===== src/rtl/pc_ctrl_pkg.sv =====
// Shared encodings for the next-PC scheduler: pc_src codes, FSM states, exception vector.
package pc_ctrl_pkg;

  localparam logic [2:0]  PCSRC_SEQ  = 3'b000;
  localparam logic [2:0]  PCSRC_BR   = 3'b001;
  localparam logic [2:0]  PCSRC_J    = 3'b010;
  localparam logic [2:0]  PCSRC_JR   = 3'b011;
  localparam logic [2:0]  PCSRC_EXC  = 3'b100;

  localparam logic [31:0] EXC_VECTOR = 32'h8000_0004;

  typedef enum logic {
    ST_RUN   = 1'b0,
    ST_DRAIN = 1'b1
  } state_e;

  // Counter width able to hold 0..maxv, never narrower than one bit.
  function automatic int unsigned cnt_width(input int unsigned maxv);
    return (maxv < 2) ? 1 : $clog2(maxv + 1);
  endfunction

endpackage


===== src/rtl/pc_redirect_ctrl.sv =====
// Next-PC scheduler: picks one redirect source per cycle, drives PC/pipeline flush and hold
// controls combinationally, and tracks handler occupancy, EPC and load-use stall length.
module pc_redirect_ctrl
  import pc_ctrl_pkg::*;
#(
  parameter int unsigned DRAIN_CYCLES = 2,
  parameter int unsigned MAX_STALL    = 8
) (
  input  logic        clk,
  input  logic        rst_n,
  input  logic        exc_req,
  input  logic [31:0] exc_pc,
  input  logic        branch_taken_ex,
  input  logic        jump_id,
  input  logic        jr_id,
  input  logic        eret_id,
  input  logic        load_use_hazard,
  output logic [2:0]  pc_src,
  output logic        pc_hold,
  output logic        pc_exception,
  output logic        jr_sel_epc,
  output logic        flush_if_id,
  output logic        flush_id_ex,
  output logic        flush_ex_mem,
  output logic        hold_if_id,
  output logic [31:0] epc,
  output logic        in_handler,
  output logic        exc_dropped,
  output logic        stall_timeout
);

  localparam int unsigned DW = cnt_width(DRAIN_CYCLES);
  localparam int unsigned SW = cnt_width(MAX_STALL);

  state_e          state_q, state_d;
  logic [DW-1:0]   drain_cnt_q, drain_cnt_d;
  logic [SW-1:0]   stall_cnt_q, stall_cnt_d;
  logic [31:0]     epc_q, epc_d;
  logic            in_handler_q, in_handler_d;
  logic            stall_timeout_q, stall_timeout_d;
  logic            exc_dropped_q, exc_dropped_d;
  logic [SW-1:0]   stall_inc;

  assign epc           = epc_q;
  assign in_handler    = in_handler_q;
  assign exc_dropped   = exc_dropped_q;
  assign stall_timeout = stall_timeout_q;
  assign stall_inc     = stall_cnt_q + SW'(1);

  // Mealy decode: PC and pipeline registers consume these at the same edge.
  always_comb begin
    pc_src          = PCSRC_SEQ;
    pc_hold         = 1'b0;
    pc_exception    = 1'b0;
    jr_sel_epc      = 1'b0;
    flush_if_id     = 1'b0;
    flush_id_ex     = 1'b0;
    flush_ex_mem    = 1'b0;
    hold_if_id      = 1'b0;
    state_d         = state_q;
    drain_cnt_d     = drain_cnt_q;
    stall_cnt_d     = '0;
    epc_d           = epc_q;
    in_handler_d    = in_handler_q;
    stall_timeout_d = stall_timeout_q;
    exc_dropped_d   = 1'b0;

    if (rst_n) begin
      exc_dropped_d = exc_req & in_handler_q;
      case (state_q)
        ST_RUN: begin
          if (exc_req && !in_handler_q) begin
            pc_src       = PCSRC_EXC;
            pc_exception = 1'b1;
            flush_if_id  = 1'b1;
            flush_id_ex  = 1'b1;
            flush_ex_mem = 1'b1;
            epc_d        = exc_pc;
            in_handler_d = 1'b1;
            if (DRAIN_CYCLES != 0) begin
              drain_cnt_d = DW'(DRAIN_CYCLES);
              state_d     = ST_DRAIN;
            end
          end else if (branch_taken_ex) begin
            pc_src      = PCSRC_BR;
            flush_if_id = 1'b1;
            flush_id_ex = 1'b1;
          end else if (load_use_hazard) begin
            pc_hold     = 1'b1;
            hold_if_id  = 1'b1;
            flush_id_ex = 1'b1;
            stall_cnt_d = (stall_cnt_q == SW'(MAX_STALL)) ? stall_cnt_q : stall_inc;
            if (stall_inc == SW'(MAX_STALL)) stall_timeout_d = 1'b1;
          end else if (eret_id && in_handler_q) begin
            pc_src       = PCSRC_JR;
            jr_sel_epc   = 1'b1;
            flush_if_id  = 1'b1;
            in_handler_d = 1'b0;
          end else if (jr_id) begin
            pc_src      = PCSRC_JR;
            flush_if_id = 1'b1;
          end else if (jump_id) begin
            pc_src      = PCSRC_J;
            flush_if_id = 1'b1;
          end
        end
        ST_DRAIN: begin
          // Stale younger-stage requests are ignored until the drain window expires.
          if (drain_cnt_q <= DW'(1)) begin
            drain_cnt_d = '0;
            state_d     = ST_RUN;
          end else begin
            drain_cnt_d = drain_cnt_q - DW'(1);
          end
        end
        default: state_d = ST_RUN;
      endcase
    end
  end

  always_ff @(posedge clk or negedge rst_n) begin
    if (!rst_n) begin
      state_q         <= ST_RUN;
      drain_cnt_q     <= '0;
      stall_cnt_q     <= '0;
      epc_q           <= '0;
      in_handler_q    <= 1'b0;
      stall_timeout_q <= 1'b0;
      exc_dropped_q   <= 1'b0;
    end else begin
      state_q         <= state_d;
      drain_cnt_q     <= drain_cnt_d;
      stall_cnt_q     <= stall_cnt_d;
      epc_q           <= epc_d;
      in_handler_q    <= in_handler_d;
      stall_timeout_q <= stall_timeout_d;
      exc_dropped_q   <= exc_dropped_d;
    end
  end

endmodule

===== config.mk =====
export PLATFORM = sky130hd
export DESIGN_NAME = pc_redirect_ctrl
export DESIGN_NICKNAME = d
export VERILOG_FILES = /design/src/rtl/pc_ctrl_pkg.sv /design/src/rtl/pc_redirect_ctrl.sv
export SDC_FILE = /design/constraint.sdc
export NUM_CORES = 1
export LEC_CHECK = 0
export ABC_AREA = 1
export CAP_MARGIN = 20
export CORE_AREA = 5 5 74 76
export DETAILED_ROUTE_END_ITERATION = 8
export DIE_AREA = 0 0 79 81
export PLACE_DENSITY = 0.78
export SETUP_SLACK_MARGIN = 0.3
export SLEW_MARGIN = 5
export SYNTH_ARGS = -nofsm -noshare
export SYNTH_HDL_FRONTEND = slang
export SYNTH_SLANG_ARGS = --single-unit

===== constraint.sdc =====
create_clock -name clk -period 2 [get_ports clk]
set_clock_uncertainty 0.15 [all_clocks]
set_input_delay 0.6 -clock clk [delete_from_list [all_inputs] [get_ports clk]]
set_output_delay 0.6 -clock clk [all_outputs]
set_load 0.01 [all_outputs]

==> out/metrics.yaml <==
outcome: "finished with violations"
violations: "negative setup slack"
cts_tree: "built"
fin_setup_tns_ns: -0.0485
pin_count: 85
htreeDepth: 2
netlist.area_leader.share: 0.556
p_per_area_nw_per_um2: 1260
numCtsBuffers: 5
synthCells: 219
finalCriticalPeriod_ns: 2.03
critical_path_buf_inv_count: 3
max_freq_mhz: 492
synthArstFlopShare: 1.00
worst_hold_slack_ns: 0.234
clock_sinks: 42
die_w_um: 79
yosysSeqAreaShare: 0.556
synthDistinctLibCells: 21
rr_startpoint: "state_q$_DFFE_PN0P_"
worst_path_max_delay_cell: "dfrtp_1"
final_antenna_net_count: 0
worst_r2r_endpoint: "in_handler$_DFFE_PN0P_"
min_path_type: "input port to asynchronous set/reset pin"
synth_edf_count: 0
synth_top_flop_cell: "dfrtp_1"
finalInstanceArea_sq_um: 2890
antenna_found_initial: 0
hold_viol_final: 0
crit_fanout: 4
gp_congestion: 0.740
synthTopCellsByArea: "dfrtp_1 56%, nand2_1 20%, nand2_2 3.6%, inv_1 2.8%, buf_4 2.4%"
via_count: 1693
portBuffers: 84
drc_errors: 0
drive_gt1_frac: 0.331
grt_max_degree: 45
finalWirelength_mm: 4.80
yosysWarnings: 0
cp-start-kind: "flip-flop"
nets: 359
ys_ff_latch: 42
irDropWorstVdd_v: 0.000645
area_growth_pct: 52.8
crit_arrival_ns: 1.28
crit_cells: 6
synth_largest_area_cell: "dfrtp_1"
post_drt_wl_per_cell_um: 12.9
n_antenna_cell: 0
critical_path_required_ns: 1.25
power_mw: 3.63
rsz0062_at_grt: "true"
setup-violations-final: 2
endpoint: "pc_src[1]"
period_share: 1.02
fillers: 417
track_usage: 0.168
crit_start: "in_handler$_DFFE_PN0P_"
p_leak_nw: 1.53
holdBufCountCts: 0
ff2ff_path_depth: 7
dr.pass1.iters: 4
crit_chain: "inv_2 -> nand2_8 -> nand2_4 -> inv_4 -> and3_4 -> buf_6"
max_stage_delay_ns: 0.42
max_cap_violations: 0
core_area_sq_um: 4660
clockRootBuffer: "clkbuf_8"
avgSynthCellArea_sq_um: 8.64
mostFrequentLayoutCell: "nand2_1"
clkLatencyLatePin_ns: 0.28
drtIter0Drc: 64
dpl-instance-area_sq_um: 2840
synth_fp_nets: 262
rrSetupSlack_ns: 0.47
clockBufferDepth: 2
grt_pass1_wl_mm: 8.40
relSlewSlack: 0.763
row_count: 25
initial_core_util: 0.406
die_area_sq_um: 6400
synth_area_sq_um: 1890
endpoint_kind: "output port"
gr-total-overflow: 0
dp_hpwl_mm: 3.45
grt_pass1_vias: 1786
mostFrequentLayoutCells: "100 x nand2_1, 42 x dfrtp_1, 33 x clkbuf_2, 32 x clkdlybuf4s50_1, 12 x buf_4"
layout_setup_ws_ns: -0.0343
avgViaCountPerCell: 4.56
path_delay_family: "flip-flops"
critical_path_class: "flip-flop to output port"
worst_pin_slew_ns: 0.356
fp.dieH_um: 81
path_clk_slew_ns: 0.08
slew_viol_final: 0
[synth_stat cells (2+ instances only)]
library cell	number
nand2_1	103
dfrtp_1	42
inv_1	14
nand2_2	11
nor2_1	9
buf_4	6
a21oi_1	5
o21ai_0	5
nand3_1	4
ha_1	3
inv_2	3
nand4_1	3
buf_6	2
nor3_1	2
[sequential cells by signal (all words and copies together) (netlist names)]
name / cells
stall_cnt_q: 4
drain_cnt_q: 2
in_handler: 1
exc_dropped: 1
stall_timeout: 1
epc: 32
state_q: 1
[kinds of logic (layout without fill, tap and decap cells)]
| kind of cell | count (synthesis) | in the layout | share of synthesized area |
|---|---|---|---|
| flip-flops | 42 | 42 | 0.556 |
| buffers and inverters | 28 | 126 | 0.0893 |
| adder cells (fa/ha/maj) | 3 | 3 | 0.0198 |
| XOR/XNOR | 1 | 1 | 0.00463 |
| AO/OA/AOI/OAI | 10 | 10 | 0.0265 |
| AND/OR/NAND/NOR | 135 | 135 | 0.304 |
[cell type report]
type                    instances  area [sq um]  area share
flip-flops and latches         42          1050       0.364
repair buffers                 99           779       0.270
multi-input cells             149           756       0.261
inverters                      19          93.8      0.0325
clock buffers                   6          82.6      0.0286
well taps                      54          67.6      0.0234
clock inverters                 2          60.1      0.0208
[stage by stage]
stage / utilization / cells / setup slack, ns
floorplan: - / 219 / 0.163
global placement: 0.609 / 358 / -0.814
detailed placement: 0.609 / 358 / -0.837
CTS: 0.646 / 370 / -0.0353
global route: 0.620 / 371 / -0.129
finish: 0.620 / 371 / -0.0343
[timing repair]
item / in CTS / in global routing
buffers inserted: 4 / 1
resized for setup: 148 / 43
gates cloned: 0 / 0
endpoints found under the setup margin: 81 / 52
pin swaps: 8 / 2
[power breakdown]
| group | switching, mW | leakage [nW] | internal, mW | total (mW) |
|---|---|---|---|---|
| sequential | 0.194 | 0.525 | 1.19 | 1.39 |
| clock | 0.280 | 0.0714 | 0.532 | 0.813 |
| combinational | 0.779 | 0.933 | 0.656 | 1.43 |
| total | 1.25 | 1.53 | 2.38 | 3.63 |
[layer usage]
layer  global-route usage  part of all wire  wire [um]  up-vias
met5                    0                 0          0        -
met4               0.0430             0.013         61        0
met3               0.0610             0.080        382        6
met2                0.298              0.52       2500       56
met1                0.192              0.39       1860      776
li1                     -                 -          -      855
[worst min path at each step]
stage                              start                          to  slack (ns)  depth (start not counted)
2_1_floorplan                      rst_n  drain_cnt_q[0]$_DFFE_PN0P_        0.15                          0
3_3_place_gp   stall_timeout$_DFFE_PN0P_   stall_timeout$_DFFE_PN0P_        0.30                          2
5_1_grt                            rst_n         epc[21]$_DFFE_PN0P_        0.25                          2
3_5_place_dp   stall_timeout$_DFFE_PN0P_   stall_timeout$_DFFE_PN0P_        0.31                          2
6_report                           rst_n         epc[21]$_DFFE_PN0P_        0.23                          2
4_1_cts                            rst_n       exc_dropped$_DFF_PN0_        0.27                          2
[worst reg2reg max path, cell delays in order (launching register included)]
cell and delay, ns:
dfrtp_1 0.37, inv_2 0.07, nand2_8 0.07, inv_6 0.03, buf_4 0.14, nand2_8 0.07, buf_4 0.34, o21ai_0 0.15
No activity file was read; power rests on OpenSTA's default activity.
==> RTL edit 1 (same flow settings) <==
Register the output `stall_timeout` once more, cleared by the reset; this adds one clock of latency there. The other outputs are not delayed to match.
--- a/src/rtl/pc_redirect_ctrl.sv
+++ b/src/rtl/pc_redirect_ctrl.sv
@@ -45,5 +45,11 @@
   assign in_handler    = in_handler_q;
   assign exc_dropped   = exc_dropped_q;
-  assign stall_timeout = stall_timeout_q;
+  always_ff @(posedge clk or negedge rst_n) begin
+    if (!rst_n) begin
+      stall_timeout <= '0;
+    end else begin
+      stall_timeout <= stall_timeout_q;
+    end
+  end
   assign stall_inc     = stall_cnt_q + SW'(1);
 
Behaviour: not the same (Yosys sat finds a counterexample within 10 cycles, from zero or initial values and one cycle with rst_n low).
==> RTL edit 1 against the original RTL <==
The flow still finishes with violations (setup timing); worst setup slack improved by 21 ps; final area up 1.6%; synthesized area is 0.79% higher; die area did not move; register-to-register slack worse by 50 ps; sequential share of layout area rose by 0.26 points; sequential cell count is 1 higher; power fell by 5.5%; sequential power barely moved; wire length is 1.7% lower; critical path type unchanged; largest power group unchanged.
==> RTL edit 1: results (changes against the original RTL) <==
Synth
  – Number of flops mapped to enable cells by yosys: 0 (unchanged)
  – Unique masters post-synth: 20 (was 21)
  – Syn Nets: 263 (was 262)
  – Syn. warnings: 0 (unchanged)
  – Commonest cells post-synth: nand2_1 (104), dfrtp_1 (43), inv_1 (14) (was nand2_1 (103), dfrtp_1 (42), inv_1 (14))
  – Register area share after synthesis: 56.4% (was 55.6%)
  – Ys async rst share: 100% (unchanged)
  – Top post-synthesis cells by area: dfrtp_1 (56%), nand2_1 (20%), nand2_2 (3.6%) (unchanged)
  – Synth Flop Type: dfrtp_1 (unchanged)

Critical path
  – CP Max Fanout: 3 (was 4)
  – Worst reg2reg endpoint: in_handler (unchanged)
  – Register-to-Register Path Depth: 7 (unchanged)
  – Top cell family by delay on the critical path: flip-flops (unchanged)
  – R2r setup slk: 420 ps (was 470 ps)
  – Slowest CP cell: dfrtp_1 (unchanged)
  – Largest stage delay on the critical path: 390 ps (was 420 ps)
  – CP Data Arrival Time: 1260 ps (was 1280 ps)
  – RR Startpoint: state_q (unchanged)

Placement
  – Place WS: -847 ps (was -837 ps)
  – Final Wtd Congestion: 0.778 (was 0.740)
  – DP HPWL: 3300 µm (was 3450 µm)
  – IO buf count: 84 (unchanged)

Power and ir drop
  – Net Sw Frac: 35.7% (was 34.5%)
  – Leak: 1.52 nW (was 1.53 nW)
  – VDD IR-drop max: 0.599 mV (was 0.645 mV)

Timing
  – Worst-Margin Slew: 363 ps (was 356 ps)
  – TNS Setup: -13.7 ps (was -48.5 ps)
  – Post-route setup slack: -13.7 ps (was -34.3 ps)
  – Hold WS: 226 ps (was 234 ps)
  – Final setup vio count: 1 (was 2)

Route
  – Initial drt markers: 84 (was 64)
  – Total routed wirelength: 4720 µm (was 4800 µm)
  – Vias after detailed routing: 1662 (was 1693)
  – Drt first pass iters: 4 (unchanged)

GRT
  – Antenna violations before repair: 0 (unchanged)
  – Total track usage: 15.5% (was 16.8%)
  – First-pass GRT wire length: 7890 µm (was 8400 µm)
  – Pin count of the biggest net entering global routing: 47 (was 45)

Clock tree
  – Root Buffer: clkbuf_8 (unchanged)
  – H-tree depth: 2 (unchanged)
  – Clk slew on worst S/H paths: 80 ps (about the same)
  – CTS buffer count: 5 (unchanged)
  – Clock latency on the worst-skew pair: 280 ps (about the same)
  – Clk buf depth: 2 (unchanged)

Status
  – Status: finished with violations (unchanged)
  – Failing checks: setup timing (unchanged)

Cells and area
  – Share of cells above drive strength 1: 28.8% (was 33.1%)
  – Max FFs per register: 32 (unchanged)
  – Fill cells: 401 (was 417)
  – # nets final: 358 (was 359)
  – ANT cells: 0 (unchanged)

Min path
  – Hold_sp: stall_timeout_q
  – Hold WC Path Type: reg2reg (was in2async)
  – Hold-critical path endpoint: stall_timeout
  – Hold depth: 0
==> RTL edit 1: changes by cell type in the layout (fill, tap and decap cells not counted), sizes merged <==
cell | unedited run | this run
inv | 19 | 18
clkbuf | 39 | 28
dfrtp | 42 | 43
clkdlybuf4s15 | 4 | 16
bufinv | 2 | 0
clkinv | 0 | 1
buf | 30 | 29
==> RTL edit 1: stage by stage <==
stage	utilization, %	area, µm²	cells
floorplan	-	1980	220
global placement	61.3	2860	359
detailed placement	61.3	2860	359
CTS	64.6	3010	370
global route	63.0	2940	370
finish	63.0	2940	370
==> RTL edit 1: worst reg2reg max path, cell delays in order, from the launching register on <==
cell,delay (ps)
dfrtp_1,370
inv_2,70
nand2_8,70
clkinv_4,50
buf_4,140
nand2_8,70
buf_4,340
o21ai_0,170
==> RTL edit 1: layer usage <==
layer	part of all wire (%)	global-route usage, %
met5	0	0
met4	1.2	4.81
met3	6.7	4.55
met2	49	27.4
met1	43	18.3
==> RTL edit 1: worst max path at each step <==
stage,startpoint,endpoint,slack [ps],cells past startpoint
after CTS,state_q,pc_src[1],-40,7
final,state_q,pc_src[1],-10,7
after global routing,state_q,pc_src[1],-80,7
after global placement,exc_req,pc_src[1],-820,6
after detailed placement,exc_req,pc_src[1],-850,6
after floorplan,exc_req,pc_exception,160,6
==> RTL edit 1: timing repair <==
action	4_1_cts	5_1_grt
setup buffers	3	0
setup endpoints to repair	81	36
endpoints found under the hold margin	0	0
resized for setup	159	27
pin swaps	9	3
==> RTL edit 1: power by group through the flow <==
| stage | clock network (mW) | registers, mW | logic, mW |
|---|---|---|---|
| finish | 0.592 | 1.39 | 1.45 |
| detailed placement | 0 | 1.40 | 1.67 |
| CTS | 0.618 | 1.39 | 1.56 |
| floorplan | 0 | 1.55 | 0.576 |
| global placement | 0 | 1.40 | 1.64 |
| global route | 0.648 | 1.44 | 1.60 |
==> RTL edit 1: final cells by class <==
type | count | area share [%]
clock buffer | 8 | 3.41
inverter | 19 | 3.19
multi-input combinational | 149 | 26.0
sequential | 43 | 36.6
tap | 54 | 2.30
timing repair buffer | 97 | 28.4
==> RTL edit 1: cell families after synthesis <==
| group | synth area share [%] |
|---|---|
| AND/OR/NAND/NOR | 29.8 |
| flip-flops | 56.4 |
| buffers and inverters | 8.73 |
| AO/OA/AOI/OAI | 2.62 |
| adder cells (fa/ha/maj) | 1.97 |
| XOR/XNOR | 0.459 |
==> RTL edit 2 (same settings) <==
Without the edit above. Set the parameter `DRAIN_CYCLES` to 1 (it was 2).
--- a/src/rtl/pc_redirect_ctrl.sv
+++ b/src/rtl/pc_redirect_ctrl.sv
@@ -4,5 +4,5 @@
   import pc_ctrl_pkg::*;
 #(
-  parameter int unsigned DRAIN_CYCLES = 2,
+  parameter int unsigned DRAIN_CYCLES = 1,
   parameter int unsigned MAX_STALL    = 8
 ) (
Formal check against the unedited RTL: not equivalent (Yosys sat finds a counterexample within 4 cycles, from zero or initial values and one cycle with rst_n low).
==> RTL edit 2 against the original RTL <==
The run still ends with setup timing left; critical path depth grew 2; sequential cell count shrank 2; first-iteration DRC count grew 3.1%; synthesized area shrank 6.0%; clock power shrank 32%; sequential power shrank 6%; core utilization shrank 0.56 points; final area shrank 0.91%; wire length shrank 6.1%; fmax shrank 0.85%; power shrank 11%; worst setup slack lost 17 ps; via count shrank 3.4%; critical path type is now in2out; largest cell class unchanged; largest power group unchanged.
==> RTL edit 2: results (changes against the original RTL) <==
Status
  – Status: finished with violations (unchanged)
  – Failing checks: setup timing (unchanged)

Placement
  – Placed cell count: 344 (was 358)
  – Area after DPL: 2670 µm² (was 2840 µm²)
  – Final Wtd Congestion: 0.731 (was 0.740)
  – Place WS: -943 ps (was -837 ps)
  – DP HPWL: 3190 µm (was 3450 µm)

Power and ir drop
  – Net Sw Frac: 34.1% (was 34.5%)
  – VDD IR-drop max: 0.558 mV (was 0.645 mV)
  – Leak: 1.50 nW (was 1.53 nW)

Synth
  – Commonest cells post-synth: nand2_1 (101), dfrtp_1 (40), inv_1 (12) (was nand2_1 (103), dfrtp_1 (42), inv_1 (14))
  – Syn Area/Cell: 8.59 µm² (was 8.64 µm²)
  – Register area share after synthesis: 56.3% (was 55.6%)
  – Top post-synthesis cells by area: dfrtp_1 (56%), nand2_1 (21%), nand2_2 (3.9%) (was dfrtp_1 (56%), nand2_1 (20%), nand2_2 (3.6%))

Timing
  – TNS Setup: -102 ps (was -48.5 ps)
  – Post-route setup slack: -51.7 ps (was -34.3 ps)
  – Highest clock rate: 487 MHz (was 492 MHz)
  – Final setup vio count: 4 (was 2)

GRT
  – First-pass GRT wire length: 7580 µm (was 8400 µm)
  – Vias in the first global route: 1681 (was 1786)
  – Met2 Usage GRT: 25.2% (was 29.8%)
  – Total track usage: 15.0% (was 16.8%)

Critical path
  – Register-to-Register Path Depth: 11 (was 7)
  – Largest stage delay on the critical path: 130 ps (was 420 ps)
  – R2r setup slk: 230 ps (was 470 ps)
  – Top cell family by delay on the critical path: buffers and inverters (was flip-flops)

Route
  – Vias after detailed routing: 1635 (was 1693)
  – Metal2 WL: 2240 µm (was 2500 µm)
  – Initial drt markers: 66 (was 64)
  – Met3 WL post-DR: 367 µm (was 382 µm)

Cells and area
  – Non-filler cells, final: 366 (was 371)
-- RTL edit 2: cell types whose count changed after synthesis, sizes merged, moves of 2 or more --
cell   change
nor2       +3
nand2      -3
a21oi      -2
inv        -5
dfrtp      -2
-- RTL edit 2: power groups by stage --
| stage | registers (mW) | clock network (mW) | logic (mW) |
|---|---|---|---|
| global route | 1.36 | 0.609 | 1.52 |
| floorplan | 1.46 | 0 | 0.447 |
| detailed placement | 1.31 | 0 | 1.48 |
| CTS | 1.31 | 0.575 | 1.41 |
| global placement | 1.31 | 0 | 1.45 |
| finish | 1.31 | 0.554 | 1.37 |
-- RTL edit 2: worst max-delay path by stage --
stage / from / end / slack, ps / cells after the start
global route: in_handler / flush_if_id / -110 / 5
detailed placement: exc_req / pc_src[0] / -940 / 7
CTS: exc_req / pc_src[0] / -80 / 8
finish: exc_req / pc_src[0] / -50 / 8
global placement: exc_req / pc_src[0] / -920 / 7
floorplan: exc_req / pc_exception / 70 / 6
-- RTL edit 2: kinds of logic (layout without fill, tap and decap cells) --
logic type                 count (synthesis)  in the layout  share of synthesized area (%)
and+or+nand+nor                          133            133                           31.2
DFF                                       40             40                           56.3
buffers and inverters                     23            128                           7.88
AOI/OAI and AO/OA                          7              7                           1.97
adders and majority gates                  3              3                           2.11
xor gates and xnor gates                   1              1                          0.493
-- RTL edit 2: worst reg2reg max path, cell delays in order, from the launching register on --
cell     delay, ps
dfrtp_1        430
nand2_1        120
inv_2          110
nand2_2         60
buf_6          110
buf_6          100
buf_6          100
buf_6          110
buf_6          100
buf_6          100
o21ai_2        110
nand2_1         50
-- RTL edit 2: final cells by class --
cell class	count	area (µm²)
fillers	406	1800
clock buffers	7	96.3
flip-flops and latches	40	1000
well taps	54	67.6
repair buffers	107	955
inverters	14	70.1
multi-input cells	144	674
